[config.mk]
export PLATFORM = sky130hd
export DESIGN_NAME = mbist_controller
export DESIGN_NICKNAME = d
export VERILOG_FILES = /design/src/rtl/mbist_pkg.sv /design/src/rtl/mbist_addr_gen.sv /design/src/rtl/mbist_controller.sv
export SDC_FILE = /design/constraint.sdc
export NUM_CORES = 1
export LEC_CHECK = 0
export BUFFER_PORTS_ARGS = -buffer_cell sky130_fd_sc_hd__buf_2
export CORE_MARGIN = 3
export CORE_UTILIZATION = 53
export CTS_BUF_LIST = sky130_fd_sc_hd__clkbuf_8
export CTS_CLUSTER_DIAMETER = 120
export DETAILED_ROUTE_END_ITERATION = 10
export PLACE_DENSITY = 0.78
export REMOVE_ABC_BUFFERS = 1
export SLEW_MARGIN = 10
export SYNTH_ARGS = -nofsm -noshare
export SYNTH_HDL_FRONTEND = slang
export SYNTH_SLANG_ARGS = --single-unit
[constraint.sdc]
create_clock -name clk -period 4 [get_ports clk]
set_input_delay 0 -clock clk [delete_from_list [all_inputs] [get_ports clk]]
set_output_delay 0 -clock clk [all_outputs]
set_load 0.1 [all_outputs]
[src/rtl/mbist_pkg.sv]
// Shared types and March C- element tables for the memory BIST sequencer.
// Each element is described by its address direction, op count and op order.
package mbist_pkg;

    typedef enum logic [1:0] {
        IDLE  = 2'd0,
        RUN   = 2'd1,
        FLUSH = 2'd2,
        DONE  = 2'd3
    } state_e;

    typedef enum logic [2:0] {
        M0 = 3'd0,
        M1 = 3'd1,
        M2 = 3'd2,
        M3 = 3'd3,
        M4 = 3'd4,
        M5 = 3'd5
    } elem_e;

    typedef enum logic [1:0] {
        OP_W0 = 2'd0,
        OP_W1 = 2'd1,
        OP_R0 = 2'd2,
        OP_R1 = 2'd3
    } op_e;

    // 1 when the element walks addresses from N-1 down to 0
    function automatic logic elem_down(input elem_e e);
        case (e)
            M3, M4, M5: elem_down = 1'b1;
            default:    elem_down = 1'b0;
        endcase
    endfunction

    // Index of the final op of an element (single-op elements end at 0)
    function automatic logic elem_last_op(input elem_e e);
        case (e)
            M0, M5:  elem_last_op = 1'b0;
            default: elem_last_op = 1'b1;
        endcase
    endfunction

    function automatic op_e elem_op(input elem_e e, input logic idx);
        case (e)
            M0:      elem_op = OP_W0;
            M1, M3:  elem_op = idx ? OP_W1 : OP_R0;
            M2, M4:  elem_op = idx ? OP_W0 : OP_R1;
            M5:      elem_op = OP_R0;
            default: elem_op = OP_W0;
        endcase
    endfunction

    function automatic logic op_is_write(input op_e op);
        op_is_write = (op == OP_W0) || (op == OP_W1);
    endfunction

    // Background bit replicated across the word: 1 for w1/r1
    function automatic logic op_bg(input op_e op);
        op_bg = (op == OP_W1) || (op == OP_R1);
    endfunction

endpackage

[src/rtl/mbist_addr_gen.sv]
// Loadable up/down address counter; `last` flags the final address of the
// current walk direction so the controller can wrap into the next element.
module mbist_addr_gen
    import mbist_pkg::*;
#(
    parameter int ADDR_WIDTH = 4
) (
    input  logic                  clk,
    input  logic                  rst_n,
    input  logic                  load,
    input  logic                  load_down,
    input  logic                  step,
    input  logic                  dir_down,
    output logic [ADDR_WIDTH-1:0] addr,
    output logic                  last
);

    localparam logic [ADDR_WIDTH-1:0] ADDR_ZERO = {ADDR_WIDTH{1'b0}};
    localparam logic [ADDR_WIDTH-1:0] ADDR_MAX  = {ADDR_WIDTH{1'b1}};
    localparam logic [ADDR_WIDTH-1:0] ADDR_ONE  = {{(ADDR_WIDTH-1){1'b0}}, 1'b1};

    logic [ADDR_WIDTH-1:0] addr_r;

    // Counter: load takes priority so an element boundary starts at the right end
    always_ff @(posedge clk) begin
        if (!rst_n) begin
            addr_r <= ADDR_ZERO;
        end else if (load) begin
            addr_r <= load_down ? ADDR_MAX : ADDR_ZERO;
        end else if (step) begin
            addr_r <= dir_down ? (addr_r - ADDR_ONE) : (addr_r + ADDR_ONE);
        end
    end

    assign addr = addr_r;
    assign last = dir_down ? (addr_r == ADDR_ZERO) : (addr_r == ADDR_MAX);

endmodule

[src/rtl/mbist_controller.sv]
// March C- BIST sequencer: owns the memory port while running, issues one op
// per cycle, checks reads one cycle later and records the first failing address.
module mbist_controller
    import mbist_pkg::*;
#(
    parameter int ADDR_WIDTH = 4,
    parameter int DATA_WIDTH = 10
) (
    input  logic                  clk,
    input  logic                  rst_n,
    input  logic                  start,
    output logic                  NbarT,
    output logic [ADDR_WIDTH-1:0] bist_addr,
    output logic [DATA_WIDTH-1:0] bist_wdata,
    output logic                  bist_we,
    output logic                  bist_re,
    input  logic [DATA_WIDTH-1:0] mem_rdata,
    output logic                  done,
    output logic                  fail,
    output logic [ADDR_WIDTH-1:0] fail_addr
);

    localparam logic [ADDR_WIDTH-1:0] ADDR_ZERO = {ADDR_WIDTH{1'b0}};
    localparam logic [DATA_WIDTH-1:0] DATA_ZERO = {DATA_WIDTH{1'b0}};

    state_e                state_r;
    elem_e                 elem_r;
    logic                  op_idx_r;
    logic                  ptr_end_r;
    logic                  nbart_r;
    logic                  we_r;
    logic                  re_r;
    logic [ADDR_WIDTH-1:0] addr_r;
    logic [DATA_WIDTH-1:0] wdata_r;
    logic                  done_r;
    logic                  fail_r;
    logic [ADDR_WIDTH-1:0] fail_addr_r;
    logic                  chk_valid_r;
    logic [DATA_WIDTH-1:0] chk_exp_r;
    logic [ADDR_WIDTH-1:0] chk_addr_r;

    logic                  issue_s;
    logic                  op_last_s;
    logic                  step_s;
    logic                  load_s;
    logic                  load_down_s;
    logic                  dir_down_s;
    logic                  ag_last_s;
    logic [ADDR_WIDTH-1:0] ag_addr_s;
    op_e                   op_s;
    elem_e                 next_elem_s;

    mbist_addr_gen #(.ADDR_WIDTH(ADDR_WIDTH)) u_addr_gen (
        .clk       (clk),
        .rst_n     (rst_n),
        .load      (load_s),
        .load_down (load_down_s),
        .step      (step_s),
        .dir_down  (dir_down_s),
        .addr      (ag_addr_s),
        .last      (ag_last_s)
    );

    // Op pointer control: the pointer always names the next op to present
    always_comb begin
        issue_s = 1'b0;
        case (state_r)
            IDLE, DONE: issue_s = start;
            RUN:        issue_s = !ptr_end_r;
            default:    issue_s = 1'b0;
        endcase
        op_s        = elem_op(elem_r, op_idx_r);
        next_elem_s = elem_e'(elem_r + 3'd1);
        dir_down_s  = elem_down(elem_r);
        op_last_s   = (op_idx_r == elem_last_op(elem_r));
        step_s      = issue_s && op_last_s && !ag_last_s;
        load_s      = (issue_s && op_last_s && ag_last_s && (elem_r != M5))
                      || (state_r == FLUSH);
        load_down_s = (state_r == FLUSH) ? 1'b0 : elem_down(next_elem_s);
    end

    // Sequencer FSM, registered op outputs and delayed read check
    always_ff @(posedge clk) begin
        if (!rst_n) begin
            state_r     <= IDLE;
            elem_r      <= M0;
            op_idx_r    <= 1'b0;
            ptr_end_r   <= 1'b0;
            nbart_r     <= 1'b0;
            we_r        <= 1'b0;
            re_r        <= 1'b0;
            addr_r      <= ADDR_ZERO;
            wdata_r     <= DATA_ZERO;
            done_r      <= 1'b0;
            fail_r      <= 1'b0;
            fail_addr_r <= ADDR_ZERO;
            chk_valid_r <= 1'b0;
            chk_exp_r   <= DATA_ZERO;
            chk_addr_r  <= ADDR_ZERO;
        end else begin
            // Read data arrives one cycle after the strobe, so stage the expectation
            chk_valid_r <= re_r;
            chk_exp_r   <= wdata_r;
            chk_addr_r  <= addr_r;
            if (chk_valid_r && (mem_rdata != chk_exp_r)) begin
                fail_r <= 1'b1;
                if (!fail_r) begin
                    fail_addr_r <= chk_addr_r;
                end
            end

            case (state_r)
                IDLE, DONE: begin
                    if (start) begin
                        state_r     <= RUN;
                        nbart_r     <= 1'b1;
                        done_r      <= 1'b0;
                        fail_r      <= 1'b0;
                        fail_addr_r <= ADDR_ZERO;
                    end
                end
                RUN: begin
                    if (ptr_end_r) begin
                        state_r <= FLUSH;
                    end
                end
                FLUSH: begin
                    state_r   <= DONE;
                    nbart_r   <= 1'b0;
                    done_r    <= 1'b1;
                    elem_r    <= M0;
                    op_idx_r  <= 1'b0;
                    ptr_end_r <= 1'b0;
                end
                default: begin
                    state_r <= IDLE;
                    nbart_r <= 1'b0;
                end
            endcase

            if (issue_s) begin
                we_r    <= op_is_write(op_s);
                re_r    <= !op_is_write(op_s);
                addr_r  <= ag_addr_s;
                wdata_r <= {DATA_WIDTH{op_bg(op_s)}};
                if (!op_last_s) begin
                    op_idx_r <= 1'b1;
                end else begin
                    op_idx_r <= 1'b0;
                    if (ag_last_s) begin
                        if (elem_r == M5) begin
                            ptr_end_r <= 1'b1;
                        end else begin
                            elem_r <= next_elem_s;
                        end
                    end
                end
            end else begin
                we_r    <= 1'b0;
                re_r    <= 1'b0;
                addr_r  <= ADDR_ZERO;
                wdata_r <= DATA_ZERO;
            end
        end
    end

    assign NbarT      = nbart_r;
    assign bist_addr  = addr_r;
    assign bist_wdata = wdata_r;
    assign bist_we    = we_r;
    assign bist_re    = re_r;
    assign done       = done_r;
    assign fail       = fail_r;
    assign fail_addr  = fail_addr_r;

endmodule

==> results of run 1 <==
[critical path, cell delays in order (launching register included)]
cell      delay, ns
dfxtp_1        0.46
inv_1          0.16
ha_1           0.26
nor3b_2        0.27
nor2_1         0.16
ha_1           0.29
a21o_1         0.17
a21oi_1        0.17
xnor3_2        0.17
o21ai_0        0.07
a221oi_1       0.31
[how the worst max path moves through the flow]
| stage | endpoint | slack, ns | depth (start not counted) |
|---|---|---|---|
| finish | u_addr_gen.addr[3] | 1.39 | 10 |
| global route | u_addr_gen.addr[3] | 1.12 | 10 |
| CTS | u_addr_gen.addr[3] | 1.41 | 10 |
| detailed placement | u_addr_gen.addr[3] | 1.43 | 10 |
| global placement | u_addr_gen.addr[3] | 1.65 | 10 |
| floorplan | chk_exp_r[0] | -3.35 | 1 |
[final cells by class]
cell class	count	area [sq um]	area share
clock buffer	6	82.6	0.0447
multi-input combinational	126	853	0.462
tap	31	38.8	0.0210
clock inverter	2	35.0	0.0190
inverter	11	41.3	0.0224
timing repair buffer	35	175	0.0949
sequential	31	621	0.336
[power groups by stage]
stage | clock, mW | combinational, mW | sequential, mW
floorplan | 0 | 0.192 | 0.502
global placement | 0 | 0.361 | 0.396
detailed placement | 0 | 0.371 | 0.399
CTS | 0.320 | 0.372 | 0.393
global route | 0.337 | 0.412 | 0.400
finish | 0.315 | 0.373 | 0.394
[kinds of logic after synthesis]
logic type / synth area share
mux: 0.0310
xor+xnor: 0.0310
simple gates: 0.230
fa+ha+maj: 0.0977
buf+inv: 0.0861
flops: 0.385
compound gates: 0.139
[per-layer routing]
layer / vias up / global-route usage
met5: - / 0
met4: 0 / 0.0929
met3: 8 / 0.0650
met2: 56 / 0.331
met1: 616 / 0.211
li1: 680 / -
[through the flow]
step                TNS [ns]  cells  power (mW)  setup slack, ns
floorplan             -30.52    168       0.694            -3.35
global placement           0    234       0.757             1.65
detailed placement         0    234       0.770             1.43
CTS                        0    242        1.08             1.41
global route               0    242        1.15             1.12
finish                     0    242        1.08             1.39
[cell usage in the layout (no fill, tap or decap), types with 2 or more instances in the layout]
| cell | netlist | layout |
|---|---|---|
| buf_2 | 0 | 35 |
| dfxtp_1 | 31 | 31 |
| nor2_1 | 21 | 21 |
| a21oi_1 | 15 | 15 |
| inv_1 | 11 | 11 |
| ha_1 | 11 | 11 |
| nor3_1 | 8 | 8 |
| nand2_1 | 8 | 8 |
| and2_1 | 8 | 8 |
| o21ai_0 | 6 | 6 |
| clkbuf_8 | 0 | 6 |
| mux2i_1 | 5 | 5 |
| a221oi_1 | 4 | 4 |
| nand3_1 | 4 | 4 |
| o211ai_1 | 3 | 3 |
| nand4_1 | 3 | 3 |
| nor4_1 | 3 | 3 |
| nor3b_2 | 2 | 2 |
| or2_2 | 2 | 2 |
| nand2b_1 | 2 | 2 |
| nor2b_1 | 2 | 2 |
| xor2_1 | 2 | 2 |
| a31oi_1 | 2 | 2 |
[flip-flops by register name (all words and copies together), names as in the netlist]
signal / flops
chk_exp_r: 1
chk_valid_r: 1
op_idx_r: 1
chk_addr_r: 4
fail_addr: 4
bist_addr: 4
fail: 1
bist_wdata: 1
ptr_end_r: 1
state_r: 2
elem_r: 3
NbarT: 1
bist_re: 1
done: 1
u_addr_gen.addr: 4
bist_we: 1
==> impl_metrics.json, run 1 <==
{
  "status": "complete, no violations",
  "cts_max_path_buffers": 2,
  "synth_top_cell_area_share": 0.385,
  "p_comb_frac": 0.345,
  "yosys-top-cells-area": "dfxtp_1 38%, ha_1 8.5%, nor2_1 4.9%, a21oi_1 4.7%, buf_4 4.2%",
  "area_growth_pct": 14.5,
  "antenna_found_initial": 0,
  "post-route-util": 0.653,
  "ys_seq_elements": 31,
  "root_buffer": "clkbuf_8",
  "fillers": 239,
  "max_freq_mhz": 382,
  "nNetsFinal": 235,
  "gp_congestion": 0.941,
  "clkPwrFrac": 0.292,
  "cts.repair.resized": 0,
  "relSlewSlack": 0.648,
  "ctsHoldBuffers": 0,
  "clkSinkCount": 31,
  "r2r-end": "u_addr_gen.addr[3]",
  "powerDensity_mw_per_mm2": 586,
  "holdPathEnd": "done",
  "tightestPinTransition_ns": 0.525,
  "clock_latency_ns": 0.28,
  "grt_pass1_wl_mm": 5.31,
  "netlist_instances": 181,
  "wirelength_mm": 3.31,
  "io_buffers": 35,
  "dr_total_vias": 1360,
  "die_w_um": 61.2,
  "ys.flop_type": "dfxtp_1",
  "m1WireLength_mm": 1.39,
  "min_path_cells": 3,
  "finalHoldViolCount": 0,
  "start_kind": "register",
  "ys_seq_area_frac": 0.385,
  "synth_cell_type_count": 39,
  "post-route-period-util": 0.654,
  "dieArea_sq_mm": 0.00374,
  "r2r_start": "elem_r[0]",
  "cp-end-kind": "register",
  "crit_required_ns": 4.17,
  "ys_warn_count": 0,
  "drtIter0Drc": 48,
  "leakage_nw": 0.859,
  "rsz0062_at_grt": "no",
  "p_sw_frac": 0.382,
  "holdCritPathClass": "input pin to register",
  "avgRoutedWirePerCell_um": 13.7,
  "synth_edf_count": 0,
  "place_area_sq_mm": 0.00173,
  "core-area_sq_mm": 0.00283,
  "grt_max_degree": 15,
  "globalRouteTotalUtil": 0.192,
  "avgSynthCellArea_sq_um": 8.91,
  "grt_overflow": 0,
  "vias_per_cell": 5.62,
  "syn_area_sq_mm": 0.00161,
  "cts_tree": "done",
  "fin_area_sq_mm": 0.00185,
  "reg2reg_slack_ns": 1.39,
  "grt_pass1_vias": 1278,
  "reg2reg_depth": 10,
  "numCtsBuffers": 5,
  "whs_ns": 0.0717,
  "internal_power_uw": 669,
  "path_class": "register to register",
  "route.met2.wl_mm": 1.58,
  "async_reset_ff_frac": 0,
  "dr_wl_met3_um": 289,
  "ant_nets": 0,
  "finalMaxSlewViolations": 0,
  "drc": 0,
  "max_cap_viol_count": 0,
  "antenna_cells": 0,
  "die_h_um": 61.2,
  "cts_max_level": 2,
  "start_util": 0.570,
  "fin_crit_ns": 2.61,
  "dp_hpwl_mm": 2.53,
  "p_switching_uw": 414,
  "yosysMostFrequentCell": "dfxtp_1",
  "drive_gt1_frac": 0.237,
  "highest_layer": "met4",
  "startpoint": "elem_r[0]",
  "synth_largest_area_cell": "dfxtp_1",
  "arrival_ns": 2.78,
  "seq_power_share": 0.364,
  "synthTopCellsByCount": "31 x dfxtp_1, 21 x nor2_1, 15 x a21oi_1, 11 x ha_1, 11 x inv_1",
  "ioPinCount": 36,
  "path_clk_slew_ns": 0.06,
  "finalSetupViolCount": 0,
  "drt_pass1_iterations": 4,
  "hold_start": "rst_n",
  "cts_setup_buffers": 0,
  "cp_max_fo": 7,
  "num_rows": 19,
  "ir_drop_v": 0.000458,
  "finalClockSkew_ns": 0.00826
}
Note: power is estimated with default switching activity, not from simulation.
==> run 2: changes to the inputs <==
- CORE_UTILIZATION: 53 -> 50
- clock period: 4 -> 2.3 ns (I/O delays scaled with it)
==> run 2 against run 1 <==
Effect of this change:
- global-route usage down 1.5 points
- total power grew 63%
- non-clock buffer count rose by 4
- cell count increased by 5.8%
==> impl_metrics.json, run 2 (synthesis results as in run 1) <==
{
  "drtIter0Drc": 43,
  "io_buffers": 35,
  "post-route-util": 0.644,
  "clock_latency_ns": 0.28,
  "crit_required_ns": 2.48,
  "pre_cts_ws_ns": 0.0682,
  "finalClockSkew_ns": 0.00729,
  "vias_per_cell": 5.32,
  "num_rows": 19,
  "arrival_ns": 2.36,
  "powerDensity_mw_per_mm2": 942,
  "dp_hpwl_mm": 2.51,
  "die_w_um": 62.8,
  "numCtsBuffers": 5,
  "post-route-period-util": 0.946,
  "holdCritPathClass": "input pin to register",
  "rsz0062_at_grt": "no",
  "grt_max_degree": 15,
  "fin_crit_ns": 2.18,
  "final_common_cell": "buf_2",
  "cts_max_path_buffers": 2,
  "cts_setup_buffers": 0,
  "path_clk_slew_ns": 0.06,
  "ant_nets": 0,
  "wirelength_mm": 3.27,
  "cp_max_fo": 7,
  "globalRouteTotalUtil": 0.177,
  "max_cap_viol_count": 0,
  "finalHoldViolCount": 0,
  "finalMaxSlewViolations": 0,
  "antenna_found_initial": 0,
  "start_util": 0.556,
  "drt_pass1_iterations": 4,
  "cts_max_level": 2,
  "tightestPinTransition_ns": 0.581,
  "ir_drop_v": 0.000507,
  "antenna_cells": 0,
  "drive_gt1_frac": 0.262,
  "gp_congestion": 0.918,
  "cp-end-kind": "register",
  "clkSinkCount": 31,
  "grt_pass1_vias": 1300,
  "dieArea_sq_mm": 0.00394,
  "status": "complete, no violations",
  "die_h_um": 62.8,
  "start_kind": "register",
  "grt_overflow": 0,
  "core-area_sq_mm": 0.00290,
  "relSlewSlack": 0.611,
  "setup_tns_ns": 0,
  "root_buffer": "clkbuf_8",
  "path_class": "register to register",
  "final_cell_mix": "35 x buf_2, 30 x dfxtp_1, 20 x nor2_1",
  "drc": 0,
  "grt_pass1_wl_mm": 5.63,
  "avgRoutedWirePerCell_um": 12.8,
  "leakage_nw": 0.866,
  "finalSetupViolCount": 0,
  "cts_tree": "done",
  "ioPinCount": 36,
  "fin_ws_ns": 0.124,
  "dr_total_vias": 1361,
  "nNetsFinal": 239,
  "area_growth_pct": 15.7,
  "max_freq_mhz": 460
}
run 2: changes by cell type in the layout (fill, tap and decap cells not counted):
cell	change
buf_4	+4
bufinv_16	-1
dfxtp_1	-1
dfxtp_2	+1
ha_1	-1
ha_2	+1
nor2_1	-1
nor2_2	+1
run 2: final cells by class:
class                      instances  area [sq um]
fill                             263          1030
tap                               42          52.6
clock inverter                     1          5.00
clock buffer                       6          82.6
sequential                        31           622
timing repair buffer              39           205
inverter                          11          41.3
multi-input combinational        126           858
run 2: critical path, cell delays in order (launching register included):
cell and delay, ns:
dfxtp_2 0.39, inv_1 0.07, ha_1 0.22, nor3b_2 0.20, nor2_1 0.08, buf_4 0.15, ha_1 0.30, a21oi_1 0.15
xnor3_2 0.16, o21ai_0 0.08, a221oi_1 0.27
run 2: stage by stage:
stage | cell area (sq um) | hold WS, ns | total power [mW] | cells
CTS | 1860 | 0.0674 | 1.77 | 256
global placement | 1770 | 0.354 | 1.32 | 249
global route | 1870 | 0.0944 | 1.87 | 256
detailed placement | 1770 | 0.359 | 1.35 | 249
finish | 1870 | 0.0677 | 1.76 | 256
floorplan | 1520 | 0.122 | 1.21 | 168
run 2: worst paths after layout:
path	endpoint	slack, ns	cells past startpoint	from
hold / removal	done	0.07	3	rst_n
setup / recovery	u_addr_gen.addr[3]	0.12	10	elem_r[0]
hold reg to reg	chk_valid_r	0.46	1	bist_re
setup reg to reg	u_addr_gen.addr[3]	0.12	10	elem_r[0]
run 2: repair_timing:
action / 4_1_cts / 5_1_grt
endpoints found under the setup margin: 0 / 3
hold buffers: 0 / 0
resized for setup: 0 / 3
hold endpoints to repair: 0 / 0
run 2: where the power goes:
group	leakage, nW	internal, mW	switching [mW]	total, mW
sequential	0.253	0.616	0.0706	0.686
combinational	0.567	0.198	0.460	0.657
clock	0.0470	0.234	0.182	0.416
total	0.866	1.05	0.712	1.76
run 2: routing by layer:
metal,global-route usage,vias to the layer above,part of all wire
met5,0,-,0
met4,0.0854,0,0.020
met3,0.0665,9,0.090
met2,0.286,60,0.46
met1,0.206,601,0.43
li1,-,691,-
==> run 3: changes to the inputs <==
- CORE_UTILIZATION: 50 -> 53
- clock period: 2.3 -> 2.4 ns (I/O delays scaled with it)
==> run 3 against run 2 <==
Effect of this change:
- global-route usage increased by 2.1 points
- first-iteration DRC count increased by 9.3%
- sequential share of layout area up 0.61 points
- flip-flop and latch count unchanged
- count of clock-buffer cells in the layout shrank 1
- sequential power shrank 4.5%
- die area fell by 5.1%
- register-to-register slack improved by 0.06 ns
- largest power group unchanged
==> impl_metrics.json, run 3 (synthesis results as in run 1) <==
{
  "grt_pass1_wl_mm": 5.37,
  "final_cell_mix": "35 x buf_2, 29 x dfxtp_1, 21 x nor2_1",
  "globalRouteTotalUtil": 0.199,
  "die_w_um": 61.2,
  "route.met2.wl_mm": 1.69,
  "r2r-end": "u_addr_gen.addr[2]",
  "highest_layer": "met4",
  "core-area_sq_mm": 0.00283,
  "holdCritPathClass": "input pin to register",
  "max_cap_viol_count": 0,
  "place_area_sq_mm": 0.00174,
  "dieArea_sq_mm": 0.00374,
  "relSlewSlack": 0.622,
  "ir_drop_v": 0.000473,
  "ioPinCount": 36,
  "leakage_nw": 0.858,
  "cts_max_path_buffers": 2,
  "tightestPinTransition_ns": 0.564,
  "grt_overflow": 0,
  "holdPathEnd": "done",
  "avgRoutedWirePerCell_um": 13.9,
  "drt_pass1_iterations": 4,
  "gp_congestion": 0.972,
  "ant_nets": 0,
  "max_freq_mhz": 451,
  "m1WireLength_mm": 1.36,
  "reg2reg_depth": 8,
  "wirelength_mm": 3.39,
  "status": "complete, no violations",
  "grt_max_degree": 15,
  "num_rows": 19,
  "drive_gt1_frac": 0.268,
  "arrival_ns": 2.39,
  "numCtsBuffers": 5,
  "nNetsFinal": 237,
  "post-route-period-util": 0.924,
  "final_common_cell": "buf_2",
  "grt_pass1_vias": 1301,
  "path_clk_slew_ns": 0.07,
  "hold_start": "rst_n",
  "vias_per_cell": 5.65,
  "area_growth_pct": 13.9,
  "start_kind": "register",
  "start_util": 0.570,
  "fillers": 250,
  "rsz0062_at_grt": "no",
  "clkSinkCount": 31,
  "clock_latency_ns": 0.29,
  "setup_tns_ns": 0,
  "r2r_start": "elem_r[0]",
  "min_path_cells": 3,
  "cp_max_fo": 7,
  "finalHoldViolCount": 0,
  "antenna_found_initial": 0,
  "finalClockSkew_ns": 0.00836,
  "fin_area_sq_mm": 0.00184,
  "drtIter0Drc": 47,
  "path_class": "register to register",
  "powerDensity_mw_per_mm2": 915,
  "finalSetupViolCount": 0,
  "cts_setup_buffers": 0,
  "fin_crit_ns": 2.22,
  "die_h_um": 61.2,
  "dp_hpwl_mm": 2.59,
  "cts_max_level": 2,
  "drc": 0,
  "dr_total_vias": 1379,
  "crit_required_ns": 2.58,
  "root_buffer": "clkbuf_8",
  "finalMaxSlewViolations": 0,
  "cts_tree": "done",
  "reg2reg_slack_ns": 0.18,
  "io_buffers": 35,
  "cp-end-kind": "register",
  "antenna_cells": 0,
  "dr_wl_met3_um": 294
}
[run 3: cell types whose count changed in the layout (fill, tap and decap cells not counted), sizes merged]
cell	change
clkbuf	-1
clkinv	+2
buf	-2
[run 3: stage by stage]
| stage | util | std cells | setup WS [ns] | hold slack [ns] | power, mW |
|---|---|---|---|---|---|
| 2_1_floorplan | - | 168 | -4.95 | 0.122 | 1.16 |
| 3_3_place_gp | 0.617 | 236 | 0.205 | 0.354 | 1.26 |
| 3_5_place_dp | 0.617 | 236 | 0.0317 | 0.368 | 1.29 |
| 4_1_cts | 0.646 | 244 | 0.0261 | 0.0696 | 1.69 |
| 5_1_grt | 0.649 | 244 | 0.00257 | 0.0757 | 1.79 |
| 6_report | 0.649 | 244 | 0.183 | 0.0712 | 1.68 |
[run 3: worst max-delay path by stage]
stage                     cells after the start                 end  slack, ns          start
after floorplan                               1        chk_exp_r[0]      -4.95  bist_wdata[0]
after global placement                       10  u_addr_gen.addr[3]       0.20      elem_r[0]
after detailed placement                     10  u_addr_gen.addr[3]       0.03      elem_r[0]
after CTS                                    10  u_addr_gen.addr[3]       0.03      elem_r[0]
after global routing                         10  u_addr_gen.addr[3]      0.003      elem_r[1]
final                                         8  u_addr_gen.addr[2]       0.18      elem_r[0]
[run 3: where the power goes]
part / total [mW] / switching (mW) / internal (mW)
clock: 0.388 / 0.190 / 0.198
combinational: 0.638 / 0.445 / 0.193
sequential: 0.655 / 0.0649 / 0.590
total: 1.68 / 0.700 / 0.980
[run 3: worst max-delay path, stage by stage (launching register included)]
cell and delay (ns):
dfxtp_2 0.36, ha_1 0.30, nor2_1 0.22, nor2_1 0.10
buf_4 0.16, fa_1 0.37, xor2_1 0.14, o21ai_0 0.13
a221oi_1 0.33
[run 3: repair_timing]
item | CTS | global route
endpoints found under the setup margin | 0 | 4
hold buffers | 0 | 0
resized for setup | 0 | 5
[run 3: area by class of cell]
| cell class | instances | area, sq um | area share |
|---|---|---|---|
| well taps | 31 | 38.8 | 0.0211 |
| repair buffers | 37 | 190 | 0.104 |
| clock inverters | 3 | 15.0 | 0.00817 |
| multi-input cells | 126 | 860 | 0.468 |
| clock buffers | 5 | 68.8 | 0.0375 |
| flip-flops and latches | 31 | 623 | 0.339 |
| inverters | 11 | 41.3 | 0.0225 |
[run 3: layer usage]
layer | up-vias | global-route usage
li1 | 690 | -
met1 | 629 | 0.205
met2 | 54 | 0.346
met3 | 6 | 0.0755
met4 | 0 | 0.105
met5 | - | 0
